### config.mk
export PLATFORM = sky130hd
export DESIGN_NAME = cache_arbiter
export DESIGN_NICKNAME = d
export VERILOG_FILES = /design/src/rtl/cache_arbiter.sv
export SDC_FILE = /design/constraint.sdc
export NUM_CORES = 1
export LEC_CHECK = 0
export ABC_AREA = 1
export CAP_MARGIN = 20
export CELL_PAD_IN_SITES_DETAIL_PLACEMENT = 0
export CELL_PAD_IN_SITES_GLOBAL_PLACEMENT = 1
export CORE_AREA = 2 2 273 275
export DETAILED_ROUTE_END_ITERATION = 8
export DIE_AREA = 0 0 275 277
export PLACE_DENSITY = 0.53
export SETUP_SLACK_MARGIN = 0.15
export SKIP_LAST_GASP = 1
export SYNTH_ARGS = -nofsm -noshare
export SYNTH_HDL_FRONTEND = slang
export SYNTH_SLANG_ARGS = --single-unit
### constraint.sdc
create_clock -name clk -period 3.4 [get_ports clk]
set_input_delay 0.34 -clock clk [delete_from_list [all_inputs] [get_ports clk]]
set_output_delay 0.34 -clock clk [all_outputs]
set_load 0.01 [all_outputs]
### src/rtl/cache_arbiter.sv
`default_nettype none
// ============================================================================
// Module      : cache_arbiter
// Description : Shares one physical-memory port between the I- and D-caches
//               with round-robin tie-breaking and a forced idle cycle.
// Revision    : 1.0 - initial release
// ============================================================================
module cache_arbiter (
    input  logic         clk,
    input  logic         rst_n,

    input  logic         i_pmem_read,
    input  logic [15:0]  i_pmem_address,
    output logic         i_pmem_resp,
    output logic [127:0] i_pmem_rdata,

    input  logic         d_pmem_read,
    input  logic         d_pmem_write,
    input  logic [15:0]  d_pmem_address,
    input  logic [127:0] d_pmem_wdata,
    output logic         d_pmem_resp,
    output logic [127:0] d_pmem_rdata,

    output logic         pmem_read,
    output logic         pmem_write,
    output logic [15:0]  pmem_address,
    output logic [127:0] pmem_wdata,
    input  logic         pmem_resp,
    input  logic [127:0] pmem_rdata
);

    localparam logic [1:0] c_IDLE    = 2'd0;
    localparam logic [1:0] c_SERVE_I = 2'd1;
    localparam logic [1:0] c_SERVE_D = 2'd2;

    localparam logic c_GRANT_I = 1'b0;
    localparam logic c_GRANT_D = 1'b1;

    logic [1:0] r_state;
    logic [1:0] w_next_state;
    logic       r_last_grant;
    logic       w_i_req;
    logic       w_d_req;

    assign w_i_req = i_pmem_read;
    assign w_d_req = d_pmem_read | d_pmem_write;

    // Ties go to whichever side was not served last.
    always_comb begin
        w_next_state = r_state;
        case (r_state)
            c_IDLE: begin
                if (w_i_req && w_d_req)
                    w_next_state = (r_last_grant == c_GRANT_I) ? c_SERVE_D : c_SERVE_I;
                else if (w_i_req)
                    w_next_state = c_SERVE_I;
                else if (w_d_req)
                    w_next_state = c_SERVE_D;
                else
                    w_next_state = c_IDLE;
            end
            c_SERVE_I, c_SERVE_D: begin
                if (pmem_resp)
                    w_next_state = c_IDLE;
            end
            default: w_next_state = c_IDLE;
        endcase
    end

    always_ff @(posedge clk or negedge rst_n) begin
        if (!rst_n) begin
            r_state      <= c_IDLE;
            r_last_grant <= c_GRANT_D;
        end else begin
            r_state <= w_next_state;
            if (r_state == c_IDLE && w_next_state == c_SERVE_I)
                r_last_grant <= c_GRANT_I;
            else if (r_state == c_IDLE && w_next_state == c_SERVE_D)
                r_last_grant <= c_GRANT_D;
        end
    end

    // Outputs decode straight from state so an async reset silences the bus at once.
    always_comb begin
        pmem_read    = 1'b0;
        pmem_write   = 1'b0;
        pmem_address = 16'h0000;
        pmem_wdata   = 128'h0;
        i_pmem_resp  = 1'b0;
        d_pmem_resp  = 1'b0;
        case (r_state)
            c_SERVE_I: begin
                pmem_read    = i_pmem_read;
                pmem_address = i_pmem_address;
                i_pmem_resp  = pmem_resp;
            end
            c_SERVE_D: begin
                pmem_read    = d_pmem_read & ~d_pmem_write;
                pmem_write   = d_pmem_write;
                pmem_address = d_pmem_address;
                pmem_wdata   = d_pmem_wdata;
                d_pmem_resp  = pmem_resp;
            end
            default: ;
        endcase
    end

    assign i_pmem_rdata = pmem_rdata;
    assign d_pmem_rdata = pmem_rdata;

endmodule
`default_nettype wire

==> reports/results.ini <==
[run_status]
outcome=complete, no violations

[placed_design]
port_buffers=313
gp_congestion=0.685
placed_area_sq_mm=0.00583
dpl.hpwl_mm=18.6

[clocking]
clk_latency_ps=230
cts_made_buffers=3
clockBufferDepth=2
postCtsSetupBuffers=0
cts_root_buffer=clkbuf_16
cts.hold.buffers_added=0
clk_pin_slew_worst_paths_ps=30
cts_sinks=3
ctsResizeCount=0
cts_tree=yes
cts_htree_levels=1

[power_and_ir_drop]
leakage_nw=2.80
irDropWorstVdd_mv=0.372
total_power_w=0.00270
p_per_area_mw_per_mm2=455

[floorplanning]
ioPinCount=698
num_rows=100
start_util_pct=4.75
core_sq_mm=0.0736
dieArea_sq_mm=0.0762
die_y_um=277
die_w_um=275

[route]
drcViolationCount=0
vias=3606
drt-total-wl_mm=20.8
antenna_left=0
wl_per_cell_um=12.7
initialDrtViolationCount=119
firstDrtPassIters=4
viasPerCell=2.19

[yosys]
ys_types=10
syn_area_sq_mm=0.00349
yosys_warnings=0
synth_top_area_share_pct=58.7
synth_nets=921
async_flop_share_pct=100
netlist_top_cells_area=buf_4 59%, nand2_1 19%, inv_1 15%
ys.flop_type=dfrtp_1
synth_seq_cells=3
postSynthCellCount=623
syn_area_per_cell_sq_um=5.61
synth_edf_count=0
yosys-top-cells-count=273 x buf_4, 177 x nand2_1, 141 x inv_1
synth_top_area_cell=buf_4
synth.most_common_cell=buf_4
yosysSeqAreaShare_pct=2.18

[timing]
period_minus_slack_ps=2710
holdWs_ps=308
finalSetupTns_ps=0
slew_headroom_pct=60.7
worstMarginPinSlew_ps=590
hold_viol=0
skew_ps=1.99
rsz0062_at_grt=false
setup_violations=0
period_share_pct=79.7
fmax_mhz=369
slew_viol_final=0

[critical_path]
required_ps=3060
setup.worst_path.class=reg -> out
end_kind=output port
worstPathArrival_ps=2370
start_kind=register
cp_max_fo=91
rr_worst_depth=8

[global_route]
antenna_found_initial=12
grt_pass1_vias=3623
grt.total_usage_pct=4.98
grt_max_degree=92
grt_overflow=0
grt_pass1_wl_mm=26.2

[layout]
fillers=8614
fin_nets=968
drive_gt1_share_pct=1.49
final_area_sq_mm=0.00593
syn2layout_area_growth_pct=69.8

[hold_path]
hold_class=in -> async

[flow_run]
max_cap_viol_count=0

## where the power goes
group	switching [W]	internal, W	total (W)
sequential	0.0000177	0.0000584	0.0000761
combinational	0.00122	0.00121	0.00243
clock	0.0000363	0.000155	0.000191
total	0.00127	0.00143	0.00270
## logic make-up after synthesis
logic type      share of synthesized area [%]
simple gates                             19.7
compound gates                           2.44
flops                                    2.19
fa+ha+maj                                1.43
buf+inv                                  74.2
## per-layer routing
layer	up-vias	track usage, %	part of all wire, %
met4	12	3.23	6.2
met1	1445	3.83	29
met5	-	0	0.37
met3	93	3.53	18
li1	1576	-	-
met2	480	8.81	46
## worst max-delay path, cell delays in order (launching register included)
cell and delay [ps]:
dfrtp_1 400, inv_1 140, ha_4 320, buf_12 260, nand2_1 150, inv_1 90, clkdlybuf4s50_1 540
## flip-flops by register name, indices dropped and copies added, names as in the netlist
signal and flops:
r_last_grant 1, r_state 2
## final timing paths
| check | start | to | slack, ps |
|---|---|---|---|
| max in group asynchronous | rst_n | r_last_grant | 2860 |
| min in group clk | r_last_grant | r_last_grant | 480 |
| worst max-delay path | r_state[0] | pmem_wdata[16] | 690 |
| worst max register to register | r_state[0] | r_last_grant | 2080 |
| worst min-delay path | rst_n | r_state[0] | 310 |
| worst min register to register | r_last_grant | r_last_grant | 480 |
## stage by stage
step           util (%)  instances  worst slack (ps)
6_report           8.06       1645               690
5_1_grt            8.04       1639               546
4_1_cts            8.04       1638               648
3_5_place_dp       7.93       1634               886
3_3_place_gp       7.93       1634               968
2_1_floorplan         -        623              1880
## cell usage in the layout, fill, tap and decap left out
cell type and instances:
clkbuf_1 1, buf_12 1, nand3_1 5, clkbuf_16 3, ha_1 3, nand2_1 177, inv_1 141, dfstp_2 1
inv_2 1, a21oi_1 17, ha_4 1, diode_2 7, buf_4 3, clkdlybuf4s50_1 313, dfrtp_1 2
## cell type report
cell class                      count  area [sq um]  area share [%]
Antenna cell                        7          17.5           0.295
Sequential cell                     3          76.3            1.29
Tap cell                          969          1210            20.4
Timing Repair Buffer              317          3180            53.5
Clock buffer                        4          78.8            1.33
Multi-Input combinational cell    203           837            14.1
Inverter                          142           533            8.99
Note: power is estimated with default switching activity, not from simulation.
